<file path="config.mk">
export PLATFORM = sky130hd
export DESIGN_NAME = demux_1x8_4bit_reg_flat
export DESIGN_NICKNAME = d
export VERILOG_FILES = /design/src/rtl/demux_1x8_4bit_reg_if.sv /design/src/rtl/demux_1x8_4bit_reg.sv /design/src/flat_wrapper.sv
export SDC_FILE = /design/constraint.sdc
export NUM_CORES = 1
export LEC_CHECK = 0
export CORE_MARGIN = 2
export CORE_UTILIZATION = 51
export CTS_BUF_LIST = sky130_fd_sc_hd__clkbuf_8
export DETAILED_ROUTE_END_ITERATION = 10
export PLACE_DENSITY = 0.87
export SLEW_MARGIN = 30
export SYNTH_ARGS = -nofsm -noshare
export SYNTH_HDL_FRONTEND = slang
export SYNTH_SLANG_ARGS = --single-unit
export TNS_END_PERCENT = 30
</file>
<file path="constraint.sdc">
create_clock -name clk -period 4.6 [get_ports clk]
set_input_delay 1.15 -clock clk [delete_from_list [all_inputs] [get_ports clk]]
set_output_delay 1.15 -clock clk [all_outputs]
set_load 0.05 [all_outputs]
</file>
<file path="src/rtl/demux_1x8_4bit_reg_if.sv">
// Bus bundle for the registered 1-to-8 4-bit demultiplexer.
// Producer side: in/in_valid/in_ready handshake plus lane select, enable and mode.
// Consumer side: eight 4-bit lane registers (a..h), per-lane valid and ack, cnt, full.
interface demux_1x8_4bit_reg_if;
    logic [3:0] in;
    logic       in_valid;
    logic       in_ready;
    logic       sel0;
    logic       sel1;
    logic       sel2;
    logic       enable;
    logic       mode;
    logic [7:0] ack;
    logic [3:0] a;
    logic [3:0] b;
    logic [3:0] c;
    logic [3:0] d;
    logic [3:0] e;
    logic [3:0] f;
    logic [3:0] g;
    logic [3:0] h;
    logic [7:0] valid;
    logic [2:0] cnt;
    logic       full;

    // Environment side: drives producer inputs and acks, observes lanes.
    modport master (
        output in, in_valid, sel0, sel1, sel2, enable, mode, ack,
        input  in_ready, a, b, c, d, e, f, g, h, valid, cnt, full
    );

    // Demux side.
    modport slave (
        input  in, in_valid, sel0, sel1, sel2, enable, mode, ack,
        output in_ready, a, b, c, d, e, f, g, h, valid, cnt, full
    );
endinterface

</file>
<file path="src/rtl/demux_1x8_4bit_reg.sv">
// Purpose: steers one 4-bit word per accepted transfer into one of eight holding lanes.
// Latency: word accepted on edge N is visible on its lane with valid set after edge N.
// Backpressure: in_ready drops while enable is low or the target lane is occupied and not being acked.
//
// Ports:
//   clk   - rising-edge clock
//   reset - synchronous active-high reset, highest priority
//   bus   - slave side of demux_1x8_4bit_reg_if (handshake, select, ack, lane outputs)
module demux_1x8_4bit_reg (
    input  logic                        clk,
    input  logic                        reset,
    demux_1x8_4bit_reg_if.slave         bus
);

    logic [3:0] lane_q [0:7];
    logic [7:0] valid_q;
    logic [2:0] cnt_q;
    logic [2:0] target;
    logic       accept;

    // Round-robin pointer in auto mode, sel lines otherwise.
    assign target = bus.mode ? cnt_q : {bus.sel2, bus.sel1, bus.sel0};

    // A lane being acked on this edge is free to take the new word.
    assign bus.in_ready = bus.enable && (!valid_q[target] || bus.ack[target]);
    assign accept       = bus.in_valid && bus.in_ready;

    always_ff @(posedge clk) begin
        if (reset) begin
            for (int i = 0; i < 8; i++) begin
                lane_q[i] <= 4'h0;
            end
            valid_q <= 8'h00;
            cnt_q   <= 3'd0;
        end else begin
            // Acks clear valid only; the stale data stays in the lane.
            // Acking an empty lane just rewrites a zero.
            for (int i = 0; i < 8; i++) begin
                if (bus.ack[i]) begin
                    valid_q[i] <= 1'b0;
                end
            end
            // Written after the ack loop so a same-edge accept keeps the lane valid.
            if (accept) begin
                lane_q[target]  <= bus.in;
                valid_q[target] <= 1'b1;
                if (bus.mode) begin
                    cnt_q <= cnt_q + 3'd1;
                end
            end
        end
    end

    assign bus.a     = lane_q[0];
    assign bus.b     = lane_q[1];
    assign bus.c     = lane_q[2];
    assign bus.d     = lane_q[3];
    assign bus.e     = lane_q[4];
    assign bus.f     = lane_q[5];
    assign bus.g     = lane_q[6];
    assign bus.h     = lane_q[7];
    assign bus.valid = valid_q;
    assign bus.cnt   = cnt_q;
    assign bus.full  = &valid_q;

endmodule
</file>
<file path="src/flat_wrapper.sv">
// flat-port wrapper written by rule: the top's interface ports become plain ports
module demux_1x8_4bit_reg_flat 
  (clk, reset, bus_in, bus_in_valid, bus_sel0, bus_sel1, bus_sel2, bus_enable, bus_mode, bus_ack, bus_in_ready, bus_a, bus_b, bus_c, bus_d, bus_e, bus_f, bus_g, bus_h, bus_valid, bus_cnt, bus_full);
  demux_1x8_4bit_reg_if bus_i ();
  input  logic clk;
  input  logic reset;
  input wire logic [$bits(bus_i.in)-1:0] bus_in;
  input wire logic [$bits(bus_i.in_valid)-1:0] bus_in_valid;
  input wire logic [$bits(bus_i.sel0)-1:0] bus_sel0;
  input wire logic [$bits(bus_i.sel1)-1:0] bus_sel1;
  input wire logic [$bits(bus_i.sel2)-1:0] bus_sel2;
  input wire logic [$bits(bus_i.enable)-1:0] bus_enable;
  input wire logic [$bits(bus_i.mode)-1:0] bus_mode;
  input wire logic [$bits(bus_i.ack)-1:0] bus_ack;
  output wire logic [$bits(bus_i.in_ready)-1:0] bus_in_ready;
  output wire logic [$bits(bus_i.a)-1:0] bus_a;
  output wire logic [$bits(bus_i.b)-1:0] bus_b;
  output wire logic [$bits(bus_i.c)-1:0] bus_c;
  output wire logic [$bits(bus_i.d)-1:0] bus_d;
  output wire logic [$bits(bus_i.e)-1:0] bus_e;
  output wire logic [$bits(bus_i.f)-1:0] bus_f;
  output wire logic [$bits(bus_i.g)-1:0] bus_g;
  output wire logic [$bits(bus_i.h)-1:0] bus_h;
  output wire logic [$bits(bus_i.valid)-1:0] bus_valid;
  output wire logic [$bits(bus_i.cnt)-1:0] bus_cnt;
  output wire logic [$bits(bus_i.full)-1:0] bus_full;
  assign bus_i.in = bus_in;
  assign bus_i.in_valid = bus_in_valid;
  assign bus_i.sel0 = bus_sel0;
  assign bus_i.sel1 = bus_sel1;
  assign bus_i.sel2 = bus_sel2;
  assign bus_i.enable = bus_enable;
  assign bus_i.mode = bus_mode;
  assign bus_i.ack = bus_ack;
  assign bus_in_ready = bus_i.in_ready;
  assign bus_a = bus_i.a;
  assign bus_b = bus_i.b;
  assign bus_c = bus_i.c;
  assign bus_d = bus_i.d;
  assign bus_e = bus_i.e;
  assign bus_f = bus_i.f;
  assign bus_g = bus_i.g;
  assign bus_h = bus_i.h;
  assign bus_valid = bus_i.valid;
  assign bus_cnt = bus_i.cnt;
  assign bus_full = bus_i.full;
  demux_1x8_4bit_reg u_core (.clk(clk), .reset(reset), .bus(bus_i));
endmodule
</file>
==> results of run 1 <==
[cell usage in the layout, fill, tap and decap left out, drive strengths merged, types with 8 or more instances in the layout]
cell type,n
clkdlybuf4s50,63
nor3,32
edfxtp,32
nand2,28
buf,15
dfxtp,11
a21oi,8
o31ai,8
nand2b,8
o32ai,8
[state kept, by name, indices dropped and copies added, names as in the netlist]
signal            cells
u_core.bus.cnt        3
u_core.bus.valid      8
u_core.lane_q        32
[cells in the mapped netlist, drive strengths merged]
cell	number
edfxtp	32
nor2	5
nor2b	6
ha	1
dfxtp	11
and2	1
buf	8
nand4	2
nor4	1
clkbuf	6
a32oi	4
mux2	3
o2111ai	1
mux2i	2
o21ai	1
nand2	28
nand2b	8
nor3	32
o32ai	8
inv	4
o31ai	8
a21oi	8
or4	1
o211ai	1
o21a	1
[power by group through the flow]
stage | registers (mW) | logic (mW) | clock network (mW)
4_1_cts | 0.435 | 0.170 | 0.221
3_5_place_dp | 0.444 | 0.169 | 0
6_report | 0.435 | 0.171 | 0.216
5_1_grt | 0.436 | 0.180 | 0.239
3_3_place_gp | 0.443 | 0.166 | 0
2_1_floorplan | 0.494 | 0.0549 | 0
[cells by family after synthesis]
kind of cell	Yosys count	synth area share, %
simple gates	84	20.9
flops	43	58.5
compound gates	32	12.0
buf+inv	18	4.89
mux	5	3.04
fa+ha+maj	1	0.619
[how the worst max path moves through the flow]
| stage | slack [ps] | cells after the start | startpoint | endpoint |
|---|---|---|---|---|
| after detailed placement | 250 | 8 | bus_mode | bus_in_ready |
| after global routing | 120 | 9 | bus_mode | bus_in_ready |
| after CTS | 240 | 8 | bus_mode | bus_in_ready |
| after floorplan | 800 | 6 | bus_mode | bus_in_ready |
| final | 210 | 9 | bus_mode | bus_in_ready |
| after global placement | 300 | 8 | bus_mode | bus_in_ready |
[routing by layer]
metal  GRT usage, %  vias up  share of wire, %
li1               -      825                 -
met1           29.3      798                37
met2           43.3      114                51
met3           6.59        6                10
met4           9.18        0               1.6
met5              0        -                 0
[area by class of cell]
cell class | count | area [sq um]
clock buffer | 5 | 68.8
clock inverter | 3 | 12.5
fill | 283 | 911
inverter | 4 | 15.0
multi-input combinational | 122 | 739
sequential | 43 | 1180
tap | 48 | 60.1
timing repair buffer | 78 | 756
[worst min-delay path: stages, from the launching register on]
cell	delay, ps
dfxtp_1	340
nand2b_1	80
o32ai_1	70
==> impl_metrics.toml, run 1 <==
[grt]
grt-ovfl-total = 0
grt_max_degree = 18
grt_pass1_vias = 1676
grt_first_pass_wirelength_um = 8070
antenna_found_initial = 0
grt.total_usage_pct = 24.9

[timing]
tightest_slew_ps = 678
fmax_mhz = 228
rsz0062_at_grt = "false"
fin_skew_ps = 5.13
holdWs_ps = 543
setup_viol = 0
fin_crit_ps = 4390
fin_ws_ps = 210
max_slew_margin_pct = 54.4
slew_viol_final = 0
hold_viol_final = 0
fin_tns_setup_ps = 0
timing.final.crit_share_pct = 95.4

[placement]
postPlaceCellArea_sq_mm = 0.00275
placedCellCount = 295
place_congestion = 1.01
place_ws_ps = 252
hpwl_um = 3610
placement.io_buffers = 64

[synthesis]
yosysTopAreaCellShare_pct = 47.6
ys_ff_latch = 43
yosys-top-cells-area = "edfxtp_1 48%, dfxtp_1 11%, nor3_1 7.9%, nand2_1 5.2%, o32ai_1 3.5%"
syn_area_sq_mm = 0.00202
yosysUniqueCellTypes = 30
syn_area_per_cell_sq_um = 11.0
synth_nets = 204
ys_warn_count = 0
synth_top_area_cell = "edfxtp_1"
netlist_instances = 183
ys_seq_area_share_pct = 58.5

[drt]
drt_iter0_drc = 166
drt_pass1_iterations = 4
wl_per_cell_um = 16.2
ant_nets = 0
drc = 0
viasPerCell = 5.75
dr_total_vias = 1743
drt_wl_total_um = 4910

[final_layout]
syn_to_final_growth_pct = 40.3
nNetsFinal = 275
final_area_sq_mm = 0.00283
n_antenna_cell = 0
finish.utilization_pct = 75.7
finalNonFillerCells = 303
drive_gt1_share_pct = 11.0

[min_path]
hold_depth = 2
worstHoldEndpoint = "u_core.bus.valid[0]"
hold_class = "register to register"
hold_start = "u_core.bus.valid[0]"

[power_and_ir_drop]
power_frac_clock_pct = 26.3
p_sw_mw = 0.229
power.total_mw = 0.822
ir_worst_vdd_uv = 152
combinationalPowerShare_pct = 20.8
p_leak_nw = 0.962
p_seq_share_pct = 52.9
swShare_pct = 27.9
p_int_mw = 0.593
powerDensity_mw_per_mm2 = 290

[critical_path]
rrSetupSlack_ps = 1800
path_buf_inv = 4
worst_path_largest_cell_delay_ps = 570
timing.rr.start = "u_core.bus.cnt[0]"
crit_type = "primary input to primary output"
r2r_end = "u_core.lane_q[0][2]"
crit_path_max_fanout = 13
critPathSlowestCell = "clkdlybuf4s50_1"
crit_chain = "clkdlybuf4s50_1 > buf_4 > nor2b_1 > a32oi_1 > buf_4 > a21oi_1 > nor4_4 > o21a_1 > buf_12"
r2r_cells = 9
required_ps = 3450
crit_family = "buffers and inverters"
critPathArrivalTime_ps = 3240
start_kind = "primary input"
path_common_cell = "buf_4"
endpoint_kind = "primary output"

[clock_network]
numCtsBuffers = 5
cts-hold-fix-buffers = 0
cts_buffer_depth = 2
cts_tree = "built"
cts_resized = 0
clkSinkCount = 43
cts-root-buf = "clkbuf_8"
clk_pin_slew_ps = 70
clkLatencyLatePin_ps = 290
cts.htree.levels = 2
post_cts_buffers = 0

[floorplan]
die_y_um = 66.9
initial_core_util_pct = 53.9
die_w_um = 66.9
core-area_sq_mm = 0.00374
ios = 65
fp-row-count = 22
dieArea_sq_mm = 0.00448

[job]
maxCapViolCount = 0

[status]
status = "complete, no violations"
(Power assumes the default switching activity.)
==> inputs of run 2 (changes only) <==
Settings changed: CORE_UTILIZATION 51 to 54, CTS_BUF_LIST sky130_fd_sc_hd__clkbuf_8 to sky130_fd_sc_hd__clkbuf_16, DONT_BUFFER_PORTS set to 1, GPL_ROUTABILITY_DRIVEN set to 0, PLACE_DENSITY 0.87 to 0.69.
==> run 2 against run 1 <==
Against the previous run: register-to-register slack got worse by 410 ps; total power grew 6.6%; largest power group unchanged; clock skew down 3.1 ps; die area is 5.2% lower; highest routed layer unchanged.
==> impl_metrics.toml, run 2 (same netlist as run 1, synthesis figures left out) <==
[status]
status = "complete, no violations"

[job]
maxCapViolCount = 0

[critical_path]
required_ps = 3450
start_kind = "primary input"
critPathSlowestCell = "mux2i_2"
critPathArrivalTime_ps = 2870
worst_path_largest_cell_delay_ps = 780
endpoint_kind = "primary output"
crit_type = "primary input to primary output"
crit_path_max_fanout = 17
cp-startpoint = "bus_mode"
crit_chain = "mux2i_2 > nand2_1 > a21oi_1 > or4_4 > o21a_1"
timing.rr.start = "u_core.bus.cnt[2]"

[grt]
grt-ovfl-total = 0
grt_first_pass_wirelength_um = 7080
grt.total_usage_pct = 22.3
antenna_found_initial = 0
grt_pass1_vias = 1428
grt_max_degree = 49

[min_path]
hold_class = "register to register"
hold_start = "u_core.bus.valid[1]"

[timing]
fin_tns_setup_ps = 0
hold_viol_final = 0
rsz0062_at_grt = "false"
setup_viol = 0
fin_skew_ps = 2.03
fmax_mhz = 249
timing.final.crit_share_pct = 87.5
max_slew_margin_pct = 34.9
fin_crit_ps = 4020
slew_viol_final = 0
tightest_slew_ps = 957

[placement]
placement.io_buffers = 0
postPlaceCellArea_sq_mm = 0.00203
placedCellCount = 221
hpwl_um = 3180

[floorplan]
fp-row-count = 22
ios = 65
initial_core_util_pct = 55.6
die_w_um = 65.2
dieArea_sq_mm = 0.00425
core-area_sq_mm = 0.00363
die_y_um = 65.2

[final_layout]
n_antenna_cell = 0
largest_reg_flops = 32
mostFrequentLayoutCells = "32 x nor3_1, 32 x edfxtp_1, 28 x nand2_1"
nNetsFinal = 202
seq_area_sq_mm = 0.00118
drive_gt1_share_pct = 9.34
final_area_sq_mm = 0.00217
top_register = "u_core.lane_q"
finalNonFillerCells = 230
syn_to_final_growth_pct = 7.31
fillers = 319
multiInputGateArea_sq_um = 739
finish.utilization_pct = 59.6

[clock_network]
cts_buffer_depth = 2
numCtsBuffers = 5
cts_resized = 0
cts.htree.levels = 2
clk_pin_slew_ps = 50
cts-hold-fix-buffers = 0
clkSinkCount = 43
cts_tree = "built"
cts-root-buf = "clkbuf_16"
clkLatencyLatePin_ps = 280
post_cts_buffers = 0

[drt]
drc = 0
dr_total_vias = 1470
wl_per_cell_um = 19.5
drt_iter0_drc = 179
ant_nets = 0
drt_pass1_iterations = 4
drt_wl_total_um = 4490
viasPerCell = 6.39

[power_and_ir_drop]
p_sw_mw = 0.232
powerDensity_mw_per_mm2 = 405
swShare_pct = 26.5
ir_worst_vdd_uv = 138
p_seq_share_pct = 55.7
p_int_mw = 0.644
p_leak_nw = 0.694
power_frac_clock_pct = 37.1
combinationalPowerShare_pct = 7.2
[run 2: cell type report]
type / count / area share (%)
flip-flops and latches: 43 / 54.5
multi-input cells: 122 / 34.1
clock buffers: 5 / 5.77
well taps: 48 / 2.77
repair buffers: 5 / 1.62
inverters: 4 / 0.693
clock inverters: 3 / 0.520
[run 2: path summary, 6_finish.rpt]
path	endpoint	slack, ps	cells past startpoint
worst min register to register	u_core.bus.valid[1]	770	2
worst min-delay path	u_core.bus.valid[1]	770	2
worst max register to register	u_core.lane_q[0][3]	1390	8
worst max-delay path	bus_in_ready	580	5
[run 2: critical path, delay by kind of cell]
kind / cells / cell delay, ps
compound gates: 2 / 630
mux: 1 / 780
simple gates: 2 / 300
[run 2: layer usage]
metal	vias to the layer above	wire length, um	global-route usage, %
met4	0	74	8.85
met1	710	1760	26.4
li1	676	-	-
met5	-	0	0
met3	10	304	6.51
met2	74	2340	38.4
[run 2: power by group through the flow]
stage	Sequential [mW]	Clock (mW)	Combinational [mW]
final	0.488	0.325	0.0634
after global routing	0.489	0.348	0.0686
after CTS	0.488	0.327	0.0621
after detailed placement	0.496	0	0.0620
after global placement	0.496	0	0.0591
after floorplan	0.494	0	0.0549
[run 2: stage by stage]
stage               hold WS [ps]  worst slack, ps  power (mW)
CTS                          779              387       0.878
global route                 799              511       0.906
global placement             755              591       0.555
detailed placement           772              491       0.558
finish                       775              577       0.877
floorplan                    721              797       0.549
==> inputs of run 3 (changes only) <==
Clock period 4.6 ns to 3.8 ns, I/O delays scaled along.
==> run 3 against run 2 <==
Against the previous run: global-route usage rose by 0.65 points; final area rose by 2.7%; final cell count up 2.2%; worst setup slack worse by 330 ps; register-to-register slack got worse by 720 ps; total power up 23%; largest cell class unchanged; die area unchanged; wire length is 0.13% lower.
==> impl_metrics.toml, run 3 (same netlist as run 1, synthesis figures left out) <==
[status]
status = "complete, no violations"

[drt]
ant_nets = 0
drt_iter0_drc = 159
dr_total_vias = 1479
drt_pass1_iterations = 5
drc = 0
drt_wl_total_um = 4480
wl_per_cell_um = 19.1
viasPerCell = 6.29

[floorplan]
core-area_sq_mm = 0.00363
fp-row-count = 22
initial_core_util_pct = 55.6
die_y_um = 65.2
ios = 65
die_w_um = 65.2
dieArea_sq_mm = 0.00425

[placement]
placement.io_buffers = 0
hpwl_um = 3300

[job]
maxCapViolCount = 0

[final_layout]
syn_to_final_growth_pct = 10.2
n_antenna_cell = 0
fillers = 327
nNetsFinal = 207
mostFrequentLayoutCells = "32 x nor3_1, 32 x edfxtp_1, 28 x nand2_1"
top_register = "u_core.lane_q"
largest_reg_flops = 32
drive_gt1_share_pct = 12.8

[clock_network]
clkSinkCount = 43
numCtsBuffers = 5
cts-hold-fix-buffers = 0
cts_resized = 0
cts_buffer_depth = 2
cts.htree.levels = 2
post_cts_buffers = 0
clk_pin_slew_ps = 60
clkLatencyLatePin_ps = 280
cts_tree = "built"
cts-root-buf = "clkbuf_16"

[critical_path]
required_ps = 2850
r2r_cells = 7
path_depth = 6
endpoint_kind = "primary output"
critPathArrivalTime_ps = 2610
crit_path_max_fanout = 6
crit_family = "compound AO/OA/AOI/OAI gates"
path_buf_inv = 2
worst_path_largest_cell_delay_ps = 730
crit_chain = "inv_1 > a32oi_1 > a21oi_1 > or4_4 > o21a_1 > buf_12"
crit_type = "register to primary output"
critPathSlowestCell = "dfxtp_1"
start_kind = "register"

[timing]
tightest_slew_ps = 883
holdWs_ps = 611
rsz0062_at_grt = "false"
fin_crit_ps = 3560
fin_tns_setup_ps = 0
timing.final.crit_share_pct = 93.6
setup_viol = 0
fin_skew_ps = 3.97
slew_viol_final = 0
max_slew_margin_pct = 40.9
fmax_mhz = 281
hold_viol_final = 0

[grt]
grt_pass1_vias = 1454
grt_first_pass_wirelength_um = 7330
grt_max_degree = 18
grt.total_usage_pct = 23.0
grt-ovfl-total = 0
antenna_found_initial = 0

[power_and_ir_drop]
power.total_mw = 1.08
powerDensity_mw_per_mm2 = 485
swShare_pct = 26.9
p_leak_nw = 0.724
ir_worst_vdd_uv = 198
combinationalPowerShare_pct = 7.8
p_seq_share_pct = 54.5
p_int_mw = 0.789
power_frac_clock_pct = 37.6
p_sw_mw = 0.290

[min_path]
hold_class = "register to register"
hold_depth = 2
run 3: power groups by stage:
stage | logic (mW) | registers, mW | clock network, mW
6_report | 0.0847 | 0.588 | 0.406
4_1_cts | 0.0843 | 0.589 | 0.414
3_5_place_dp | 0.0840 | 0.599 | 0
5_1_grt | 0.0937 | 0.590 | 0.430
2_1_floorplan | 0.0664 | 0.598 | 0
3_3_place_gp | 0.0804 | 0.598 | 0
run 3: worst min-delay path: stages, from the launching register on:
cell and delay, ps:
dfxtp_1 360, nor2_1 110, mux2_1 120
run 3: area by class of cell:
cell class	count	area [sq um]	area share (%)
clock buffer	5	125	5.62
clock inverter	3	16.3	0.731
inverter	4	15.0	0.675
multi-input combinational	122	739	33.2
sequential	43	1180	53.1
tap	48	60.1	2.70
timing repair buffer	10	87.6	3.94
run 3: final timing paths:
kind                      from                   to  slack, ps
min          u_core.bus.cnt[0]    u_core.bus.cnt[0]        610
max reg2reg  u_core.bus.cnt[2]  u_core.lane_q[6][3]        670
max          u_core.bus.cnt[1]         bus_in_ready        240
min reg2reg  u_core.bus.cnt[0]    u_core.bus.cnt[0]        610
run 3: routing by layer:
metal / global-route usage (%) / vias up / share of wire, %
li1: - / 687 / -
met1: 27.5 / 712 / 40
met2: 39.9 / 74 / 52
met3: 6.34 / 6 / 6.7
met4: 8.07 / 0 / 1.1
met5: 0 / - / 0
run 3: through the flow:
| stage | utilization, % | std cells | worst slack, ps | cell area [sq um] |
|---|---|---|---|---|
| finish | 61.2 | 235 | 244 | 2220 |
| detailed placement | 57.3 | 227 | 339 | 2080 |
| floorplan | - | 183 | 397 | 2020 |
| global placement | 57.3 | 227 | 405 | 2080 |
| CTS | 61.2 | 235 | 240 | 2220 |
| global route | 61.2 | 235 | 72.8 | 2220 |
